## config.mk

```make
export PLATFORM = sky130hd
export DESIGN_NAME = servo_pwm_decoder
export DESIGN_NICKNAME = d
export VERILOG_FILES = /design/src/rtl/servo_pkg.sv /design/src/rtl/servo_width_to_angle.sv /design/src/rtl/servo_pwm_decoder.sv
export SDC_FILE = /design/constraint.sdc
export NUM_CORES = 1
export LEC_CHECK = 0
export ABC_AREA = 1
export CORE_MARGIN = 8
export CORE_UTILIZATION = 64
export DETAILED_ROUTE_END_ITERATION = 10
export PLACE_DENSITY_LB_ADDON = 0.25
export RECOVER_POWER = 25
export SYNTH_ARGS = -nofsm -noshare
export SYNTH_HDL_FRONTEND = slang
export SYNTH_SLANG_ARGS = --single-unit
```

## constraint.sdc

```tcl
create_clock -name clk -period 4.9 [get_ports clk]
set_input_delay 0.98 -clock clk [delete_from_list [all_inputs] [get_ports clk]]
set_output_delay 0.98 -clock clk [all_outputs]
set_load 0.02 [all_outputs]
```

## src/rtl/servo_pkg.sv

```systemverilog
// Shared servo timing constants used by both the PWM generator and the
// decoder, plus the decoder's measurement-state encoding.
package servo_pkg;

    localparam int unsigned DUR_CLOCK_NUM = 1_000_000;  // 20 ms frame at 50 MHz
    localparam int unsigned DEGREE_MIN    = 25_000;     // 0.5 ms -> 0 degrees
    localparam int unsigned DEGREE_MAX    = 125_000;    // 2.5 ms -> 180 degrees
    localparam int unsigned ANGLE_MAX     = 180;
    localparam int unsigned DEGREE_STEP   = (DEGREE_MAX - DEGREE_MIN) / ANGLE_MAX;

    typedef enum logic [1:0] {
        MEAS_IDLE,
        MEAS_HIGH,
        MEAS_LOW
    } meas_state_t;

    // Increment that sticks at all-ones instead of wrapping.
    function automatic logic [31:0] sat_inc(input logic [31:0] x);
        return (x == 32'hFFFF_FFFF) ? x : x + 32'd1;
    endfunction

endpackage

```

## src/rtl/servo_width_to_angle.sv

```systemverilog
// Sequential width-to-angle converter: subtracts STEP until the remainder
// drops below one step (or the angle saturates), counting the subtractions.
// width_in must already be clamped to [MIN_CLKS, MAX_CLKS].
// Handshake: start is accepted only while busy is low; done pulses for one
// cycle with angle_out already holding the new result.
module servo_width_to_angle
    import servo_pkg::*;
#(
    parameter int unsigned MIN_CLKS = DEGREE_MIN,
    parameter int unsigned MAX_CLKS = DEGREE_MAX
) (
    input  logic        clk,
    input  logic        reset,
    input  logic        start,
    input  logic [31:0] width_in,
    output logic        busy,
    output logic        done,
    output logic [7:0]  angle_out
);

    localparam logic [31:0] STEP_W = 32'((MAX_CLKS - MIN_CLKS) / ANGLE_MAX);
    localparam logic [31:0] MIN_W  = 32'(MIN_CLKS);
    localparam logic [31:0] HALF_W = STEP_W >> 1;
    localparam logic [7:0]  QMAX   = 8'(ANGLE_MAX);

    logic [31:0] rem;
    logic [7:0]  quo;

    // Load on start, then one subtraction per cycle until finished.
    always_ff @(posedge clk) begin
        if (reset) begin
            busy      <= 1'b0;
            done      <= 1'b0;
            rem       <= 32'd0;
            quo       <= 8'd0;
            angle_out <= 8'd0;
        end else begin
            done <= 1'b0;
            if (!busy) begin
                if (start) begin
                    rem  <= width_in - MIN_W + HALF_W;
                    quo  <= 8'd0;
                    busy <= 1'b1;
                end
            end else if (rem >= STEP_W && quo < QMAX) begin
                rem <= rem - STEP_W;
                quo <= quo + 8'd1;
            end else begin
                angle_out <= quo;
                done      <= 1'b1;
                busy      <= 1'b0;
            end
        end
    end

endmodule

```

## src/rtl/servo_pwm_decoder.sv

```systemverilog
// Servo PWM receiver: synchronizes pwm_in, measures high time and period,
// rejects widths outside the tolerance window, converts accepted widths to
// an angle and flags a lost signal when rising edges stop arriving.
module servo_pwm_decoder
    import servo_pkg::*;
#(
    parameter int unsigned FRAME_CLKS   = DUR_CLOCK_NUM,
    parameter int unsigned MIN_CLKS     = DEGREE_MIN,
    parameter int unsigned MAX_CLKS     = DEGREE_MAX,
    parameter int unsigned TOL_CLKS     = 2_500,
    parameter int unsigned TIMEOUT_CLKS = 2_000_000
) (
    input  logic        clk,
    input  logic        reset,
    input  logic        pwm_in,
    output logic [7:0]  angle,
    output logic        angle_valid,
    output logic [31:0] width,
    output logic [31:0] period,
    output logic        range_err,
    output logic        lost
);

    localparam logic [31:0] MIN_W = 32'(MIN_CLKS);
    localparam logic [31:0] MAX_W = 32'(MAX_CLKS);
    localparam logic [31:0] LO_W  = (MIN_CLKS > TOL_CLKS) ? 32'(MIN_CLKS - TOL_CLKS) : 32'd0;
    localparam logic [31:0] HI_W  = 32'(MAX_CLKS + TOL_CLKS);
    // A timeout shorter than one frame would flag every healthy signal as
    // lost, so fall back to two frames if misconfigured.
    localparam logic [31:0] TMO_W =
        32'((TIMEOUT_CLKS > FRAME_CLKS) ? TIMEOUT_CLKS : 2 * FRAME_CLKS);
    localparam logic [31:0] TMO_LAST = TMO_W - 32'd1;

    logic        s1, s2, s3;
    logic        rise, fall;
    meas_state_t state, state_n;
    logic [31:0] hi_cnt, hi_n, per_cnt, per_n, period_n;
    logic [31:0] w_eval, w_n;
    logic        eval_pend, eval_n;
    logic        lost_r, lost_set, timeout;
    logic        out_of_range;
    logic [31:0] w_clamped;
    logic        conv_start, conv_busy, conv_done;
    logic [7:0]  conv_angle;

    // Two-flop synchronizer plus one extra stage for edge detection.
    always_ff @(posedge clk) begin
        if (reset) begin
            s1 <= 1'b0;
            s2 <= 1'b0;
            s3 <= 1'b0;
        end else begin
            s1 <= pwm_in;
            s2 <= s1;
            s3 <= s2;
        end
    end

    assign rise    = s2 & ~s3;
    assign fall    = ~s2 & s3;
    // Asserted when per_cnt is about to reach the timeout value.
    assign timeout = (state != MEAS_IDLE) && (per_cnt >= TMO_LAST);

    // Measurement FSM state and counter registers.
    always_ff @(posedge clk) begin
        if (reset) begin
            state     <= MEAS_IDLE;
            hi_cnt    <= 32'd0;
            per_cnt   <= 32'd0;
            period    <= 32'd0;
            w_eval    <= 32'd0;
            eval_pend <= 1'b0;
        end else begin
            state     <= state_n;
            hi_cnt    <= hi_n;
            per_cnt   <= per_n;
            period    <= period_n;
            w_eval    <= w_n;
            eval_pend <= eval_n;
        end
    end

    // Measurement FSM next-state: counts high/period, requests width evaluation on fall.
    always_comb begin
        state_n  = state;
        hi_n     = hi_cnt;
        per_n    = per_cnt;
        period_n = period;
        w_n      = w_eval;
        eval_n   = 1'b0;
        lost_set = 1'b0;
        case (state)
            MEAS_IDLE: begin
                if (rise) begin
                    hi_n    = 32'd0;
                    per_n   = 32'd0;
                    state_n = MEAS_HIGH;
                end
            end
            MEAS_HIGH: begin
                hi_n  = sat_inc(hi_cnt);
                per_n = sat_inc(per_cnt);
                if (fall) begin
                    w_n     = sat_inc(hi_cnt);
                    eval_n  = 1'b1;
                    state_n = MEAS_LOW;
                end
            end
            MEAS_LOW: begin
                per_n = sat_inc(per_cnt);
                if (rise) begin
                    period_n = sat_inc(per_cnt);
                    hi_n     = 32'd0;
                    per_n    = 32'd0;
                    state_n  = MEAS_HIGH;
                end
            end
            default: state_n = MEAS_IDLE;
        endcase
        // A rise in the same cycle restarts the counters instead.
        if (timeout && !rise) begin
            state_n  = MEAS_IDLE;
            eval_n   = 1'b0;
            lost_set = 1'b1;
        end
    end

    assign out_of_range = (w_eval < LO_W) || (w_eval > HI_W);
    assign w_clamped    = (w_eval < MIN_W) ? MIN_W : ((w_eval > MAX_W) ? MAX_W : w_eval);
    // A width arriving while the converter is still busy is dropped.
    assign conv_start   = eval_pend & ~out_of_range & ~conv_busy;

    // Evaluation stage: publish accepted width or flag an out-of-window pulse.
    always_ff @(posedge clk) begin
        if (reset) begin
            width     <= 32'd0;
            range_err <= 1'b0;
        end else begin
            range_err <= 1'b0;
            if (eval_pend) begin
                if (out_of_range) begin
                    range_err <= 1'b1;
                end else begin
                    width <= w_eval;
                end
            end
        end
    end

    // Lost flag: set by timeout, cleared by a completed conversion.
    always_ff @(posedge clk) begin
        if (reset) begin
            lost_r <= 1'b1;
        end else if (lost_set) begin
            lost_r <= 1'b1;
        end else if (conv_done) begin
            lost_r <= 1'b0;
        end
    end

    servo_width_to_angle #(
        .MIN_CLKS (MIN_CLKS),
        .MAX_CLKS (MAX_CLKS)
    ) u_conv (
        .clk       (clk),
        .reset     (reset),
        .start     (conv_start),
        .width_in  (w_clamped),
        .busy      (conv_busy),
        .done      (conv_done),
        .angle_out (conv_angle)
    );

    assign angle       = conv_angle;
    assign angle_valid = conv_done;
    // lost already reads low in the cycle the new angle is presented.
    assign lost        = lost_r & ~conv_done;

endmodule

```

; ---- Yosys cells after proc, flatten, opt, wreduce, memory -nomap -nowiden
; Cells that the tools add are included.
[totals]
regBits = 218
inputBits = 3
word_cells = 99
[op_classes]
addsub = 6
magnitude_cmp = 7
eq_ne = 8
muxes = 24
n_bitwise = 13
reduce_logical = 24
[ops]
columns = cell, n
row1 = 32-bit 2-to-1 mux, 9
row2 = 32-bit case mux with 3 select lines, 1
row3 = "32-bit by 1-bit adder with 32-bit output, second input constant", 2
row4 = "32-bit equality test, second input constant", 2
row5 = "32-bit by 17-bit > comparator with 1-bit output, second input constant", 2
row6 = "32-bit by 15-bit < comparator with 1-bit output, second input constant", 2
row7 = 32-bit case mux with 2 select lines, 1
row8 = "32-bit by 9-bit adder with 32-bit output, second input constant", 1
row9 = "32-bit by 10-bit >= comparator with 1-bit output, second input constant", 1
row10 = "32-bit by 21-bit >= comparator with 1-bit output, second input constant", 1
row11 = "32-bit by 10-bit subtractor with 32-bit output, second input constant", 1
row12 = "32-bit by 15-bit subtractor with 32-bit output, second input constant", 1
row13 = 8-bit 2-to-1 mux, 3
row14 = 2-bit AND reduction, 8
row15 = 2-bit OR reduction, 5
row16 = "8-bit by 1-bit adder with 8-bit output, second input constant", 1
row17 = "8-bit < comparator, second input constant", 1
row18 = 1-bit inverter, 8
row19 = 1-bit 2-to-1 mux, 7
row20 = "2-bit != test, second input constant", 3
row21 = 2-bit nonzero test, 3
row22 = 1-bit AND, 5
row23 = 2-bit 2-to-1 mux, 2
row24 = 2-bit case mux with 2 select lines, 1
row25 = other kinds (9), 11

; ---- Depth between registers and ports, before layout
[depth]
ltp_word = 7
ltp_mapped = 20

; ---- Hierarchy
; Synthesis repeated with hierarchy kept, for this count alone.
[hier_totals]
hier_cells = 2251
area_unflattened_um2 = 13464.2
[modules_own_cells]
columns = module, n_inst, cells_per_inst, area_per_inst_um2, seq_area_each_um2
row1 = servo_pwm_decoder, 1, 1473, 9141.3, 3363.2
row2 = servo_width_to_angle, 1, 778, 4322.9, 1001.0

; ---- Least setup slack after synthesis
; No wires, ideal clock.
[synth_path]
kind = reg2reg
startpoint = register w_eval[31]
endpoint = register u_conv.rem[6]
setup_time_ps = 120
t_arrival_ps = 2119
t_required_ps = 4780
setup_slack_ps = 2662
path_stages_with_launch = 19
n_path_buf = 2
cell_sequence = dfxtp_1 > nor2_2 > nand2_1 > nor2_4 > nand3_2 > clkinv_1 > nand2_2 > buf_6 > buf_6 > nand3_1 > inv_1 > ha_1 > inv_1 > nand4_1 > nand2_1 > nand2_2 > xor2_1 > a21oi_1 > a21oi_1
[synth_between]
elab_chain_cells = 7
word_cells_on_any_way = 16
[synth_lines]
columns = element, line
row1 = "start, declared", servo_pwm_decoder.sv:38  ; logic [31:0] w_eval, w_n;
row2 = "start signal, assigned", servo_pwm_decoder.sv:78  ; w_eval <= w_n;
row3 = "32-bit by 17-bit > comparator with 1-bit output, or another cell as far along", servo_pwm_decoder.sv:129  ; assign w_clamped = (w_eval < MIN_W) ? MIN_W : ((w_eval > MAX_W) ? MAX_W : w_eval);
row4 = 32-bit 2-to-1 mux or 1-bit logical OR (tied branches), "servo_pwm_decoder.sv:129, servo_pwm_decoder.sv:128"
row5 = 32-bit 2-to-1 mux or 1-bit inverter (tied branches), n/a
row6 = 32-bit by 15-bit subtractor with 32-bit output or 1-bit AND (tied branches), "servo_width_to_angle.sv:41, servo_pwm_decoder.sv:131"
row7 = 32-bit by 9-bit adder with 32-bit output or 1-bit AND (tied branches), "servo_width_to_angle.sv:41, servo_pwm_decoder.sv:131"
row8 = 32-bit 2-to-1 mux or 2-bit nonzero test (tied branches), n/a
row9 = 32-bit 2-to-1 mux or 2-bit AND reduction (tied branches), n/a
row10 = "end signal, assigned", servo_width_to_angle.sv:41  ; rem <= width_in - MIN_W + HALF_W;
row11 = "end signal, assigned", servo_width_to_angle.sv:46  ; rem <= rem - STEP_W;
row12 = "end, declared", servo_width_to_angle.sv:26  ; logic [31:0] rem;
; Several ways; a longest one is shown, not always the timed one. The select of a mux whose other input is x is not followed.
; A chain may end at the register's enable or synchronous reset.

==> flow_metrics.env <==
export IMPL_number_of_synthesized_register_bits=218
export IMPL_timing_hold_worst_class="reg2reg"
export IMPL_drv_slew=155
export IMPL_period_share_pct=75.13
export IMPL_groute_usage_overall_pct=25.96
export IMPL_warnings_from_yosys=0
export IMPL_failing_checks="capacitance limit, slew limit"
export IMPL_cp_slowest_cell="sky130_fd_sc_hd__inv_1"
export IMPL_post_synth_inst_count=1703
export IMPL_synth_adder_area_share_pct=0.9644
export IMPL_final_seq_area_mm2=0.004364
export IMPL_place_congestion=0.9213
export IMPL_data_required_time_of_the_critical_path_ps=5310
export IMPL_detailroute_via_count=11130
export IMPL_fp_coreArea_mm2=0.01796
export IMPL_synth_async_reset_ratio_pct=0
export IMPL_synth_edff_count=0
export IMPL_htree_num_levels=1
export IMPL_dp_worst_setup_slack_ps=1882
export IMPL_first_global_vias=10280
export IMPL_ctsRootBufferMaster="sky130_fd_sc_hd__clkbuf_16"
export IMPL_timing_final_hold_violations=0
export IMPL_clock_insertion_delay_worst_skew_ps=520
export IMPL_end_kind="flop"
export IMPL_max_stage_delay_ps=1250
export IMPL_synth_xor_area_share_pct=5.026
export IMPL_maxCapViolCount=2
export IMPL_number_of_cells_upsized_or_downsized_after_cts=0
export IMPL_final_layout_size_suffix_gt1_share_pct=7.163
export IMPL_antennaDiodeCount=0
export IMPL_ff2ff_setup_slack_ps=1800
export IMPL_setup_worst_path_class="in2reg"
export IMPL_synth_seq_area_share_pct=37.38
export IMPL_final_nets=1756
export IMPL_port_buffer_count=77
export IMPL_start_util_pct=65.00
export IMPL_post_cts_setup_buffer_count=0
export IMPL_total_clock_buffers_created_by_cts=24
export IMPL_worstPathArrival_ps=4090
export IMPL_power_dens_cells_mw_per_mm2=318.2
export IMPL_final_common_cell="sky130_fd_sc_hd__nand2_1"
export IMPL_postCtsHoldBufs=0
export IMPL_power_static_leakage_nw=5.695
export IMPL_totalNegativeSetupSlack_ps=0
export IMPL_post_route_drc_count=0
export IMPL_startpoint="reset"
export IMPL_number_of_placement_rows=49
export IMPL_layout_common_cells="360 x sky130_fd_sc_hd__nand2_1, 218 x sky130_fd_sc_hd__dfxtp_1, 192 x sky130_fd_sc_hd__inv_1, 174 x sky130_fd_sc_hd__nor2_1, 167 x sky130_fd_sc_hd__a21oi_1"
export IMPL_synthDominantAreaCellType="sky130_fd_sc_hd__dfxtp_1"
export IMPL_number_of_fill_cells_in_the_layout=1451
export IMPL_cp_max_fo=65
export IMPL_worst_slack_ps=1219
export IMPL_post_synth_top_area_fraction_pct=37.38
export IMPL_vdd_drop_max_mv=0.3442
export IMPL_timing_max_slew_rel_slack_pct=-23.81
export IMPL_number_of_antenna_violations_at_the_first_check_in_global_routing=0
export IMPL_grt_setup_unrepaired="false"
export IMPL_worstPathCellList="clkbuf_1 -> inv_1 -> buf_4 -> nand2_1 -> inv_1 -> nand2_1 -> nor2_1"
export IMPL_path_clk_slew_ps=60
export IMPL_synth_top_cells_by_area="sky130_fd_sc_hd__dfxtp_1 37%, sky130_fd_sc_hd__nand2_1 11%, sky130_fd_sc_hd__a21oi_1 7.2%, sky130_fd_sc_hd__o21ai_0 6.5%, sky130_fd_sc_hd__inv_1 6.2%"
export IMPL_grt_overflow_total=0
export IMPL_final_worst_path_period_need_ps=3681
export IMPL_netlist_area_mm2=0.01168
export IMPL_synth_compound_gate_area_share_pct=17.99
export IMPL_dp_hpwl_um=21140
export IMPL_main_combinational_cell_family_by_area_after_synthesis="simple AND/OR/NAND/NOR gates"
export IMPL_wl_per_cell_um=15.13
export IMPL_clock_sinks=218
export IMPL_multiInputGateArea_mm2=0.006145
export IMPL_syn2layout_area_growth_pct=12.89
export IMPL_worst_r2r_startpoint="w_eval[6]"
export IMPL_synth_simple_gate_area_share_pct=28.95
export IMPL_tritoncts="yes"
export IMPL_synth_cell_types=53
export IMPL_timing_fmax_mhz=271.6
export IMPL_boundaryPins=78
export IMPL_full_die_area_mm2=0.02282
export IMPL_die_width_um=151.1
export IMPL_totalWireLength_um=30080
export IMPL_floorplan_die_height_um=151.1
export IMPL_setup_viol_count_final=0
export IMPL_wl_met2_um=14010
export IMPL_met3WireLength_um=1682
export IMPL_postSynthNetCount=1715
export IMPL_highest_signal_layer="met4"
export IMPL_clock_skew_ps=10.59
export IMPL_grt_max_degree=89
export IMPL_startpoint_type="input port"
export IMPL_ant_nets=0
export IMPL_met1_length_um=13730
export IMPL_avgViaCountPerCell=5.600
export IMPL_first_pass_iters=5
export IMPL_syn_mean_instance_area_um2=6.856
export IMPL_grt_first_pass_wirelength_um=49430
export IMPL_run_status="complete, but fails checks"
export IMPL_timing_hold_worst_start="s1"
export IMPL_worst_slew_pin_slew_ps=1857
export IMPL_yosys_most_used_dff="sky130_fd_sc_hd__dfxtp_1"
export IMPL_drt_iter0_markers=998
export IMPL_yosys_mux_area_fraction_pct=0
export IMPL_max_clock_path_buffers=3
## worst max-delay path, delay by kind of cell
kind | cells | cell delay, ps
buffers and inverters | 4 | 2890
and+or+nand+nor | 3 | 220
## cell usage after synthesis, types with 5 or more instances
| library cell | n |
|---|---|
| sky130_fd_sc_hd__nand2_1 | 357 |
| sky130_fd_sc_hd__o21bai_1 | 39 |
| sky130_fd_sc_hd__nand4_1 | 33 |
| sky130_fd_sc_hd__o21ai_0 | 152 |
| sky130_fd_sc_hd__o21ai_1 | 6 |
| sky130_fd_sc_hd__ha_1 | 9 |
| sky130_fd_sc_hd__xor2_1 | 42 |
| sky130_fd_sc_hd__inv_1 | 192 |
| sky130_fd_sc_hd__dfxtp_1 | 218 |
| sky130_fd_sc_hd__inv_2 | 14 |
| sky130_fd_sc_hd__buf_6 | 6 |
| sky130_fd_sc_hd__a21oi_1 | 167 |
| sky130_fd_sc_hd__nor2_4 | 5 |
| sky130_fd_sc_hd__nor4_1 | 10 |
| sky130_fd_sc_hd__nand2_4 | 5 |
| sky130_fd_sc_hd__clkbuf_1 | 52 |
| sky130_fd_sc_hd__nand3_1 | 66 |
| sky130_fd_sc_hd__nand3_2 | 11 |
| sky130_fd_sc_hd__nor3_1 | 28 |
| sky130_fd_sc_hd__xnor2_1 | 25 |
| sky130_fd_sc_hd__buf_2 | 7 |
| sky130_fd_sc_hd__nor2_1 | 174 |
| sky130_fd_sc_hd__nand2_2 | 18 |
| sky130_fd_sc_hd__nor2_2 | 13 |
## logic make-up after synthesis
| logic type | after synthesis |
|---|---|
| flip-flops | 218 |
| adder cells (fa/ha/maj) | 9 |
| AND/OR/NAND/NOR | 742 |
| buffers and inverters | 281 |
| XOR/XNOR | 67 |
| AO/OA/AOI/OAI | 386 |
## metrics by stage
| stage | utilization (%) | cell area (µm²) | total power, W | hold WS [ps] | instances |
|---|---|---|---|---|---|
| final | 73.38 | 13180 | 0.004194 | 406.4 | 1988 |
| after global routing | 73.38 | 13180 | 0.004343 | 430.9 | 1988 |
| after CTS | 73.70 | 13240 | 0.004209 | 409.3 | 1988 |
| after detailed placement | 69.42 | 12470 | 0.002462 | 401.3 | 1947 |
| after global placement | 69.42 | 12470 | 0.002451 | 400.9 | 1947 |
| after floorplan | - | 11680 | 0.002322 | 388.3 | 1703 |
## cell type report
class	count	area share, %
clock buffers	35	5.411
clock inverters	6	0.4177
inverters	210	5.980
multi-input cells	1204	46.62
flip-flops and latches	218	33.11
well taps	229	2.174
repair buffers	86	6.293
## power breakdown
part           switching (W)  internal, W
combinational       0.000437     0.000185
clock               0.000709      0.00105
sequential         0.0000174      0.00179
total                0.00116      0.00303
## layer usage
layer	global-route usage (%)	up-vias
li1	-	5598
met5	0	-
met1	34.64	5138
met2	43.44	345
met3	3.107	52
met4	7.224	0
## final timing paths
check,to,depth (start not counted)
hold / removal,s2,2
hold reg to reg,s2,2
setup / recovery,u_conv.quo[2],7
setup reg to reg,width[1],12
## state kept, by name, summed over array words and instances (netlist names)
signal / cells
per_cnt: 32
lost_r: 1
w_eval: 32
state: 2
hi_cnt: 32
s3: 1
u_conv.rem: 32
u_conv.done: 1
u_conv.busy: 1
range_err: 1
s2: 1
period: 32
s1: 1
u_conv.angle_out: 8
width: 32
u_conv.quo: 8
eval_pend: 1
Note: power is estimated with default switching activity, not from simulation.
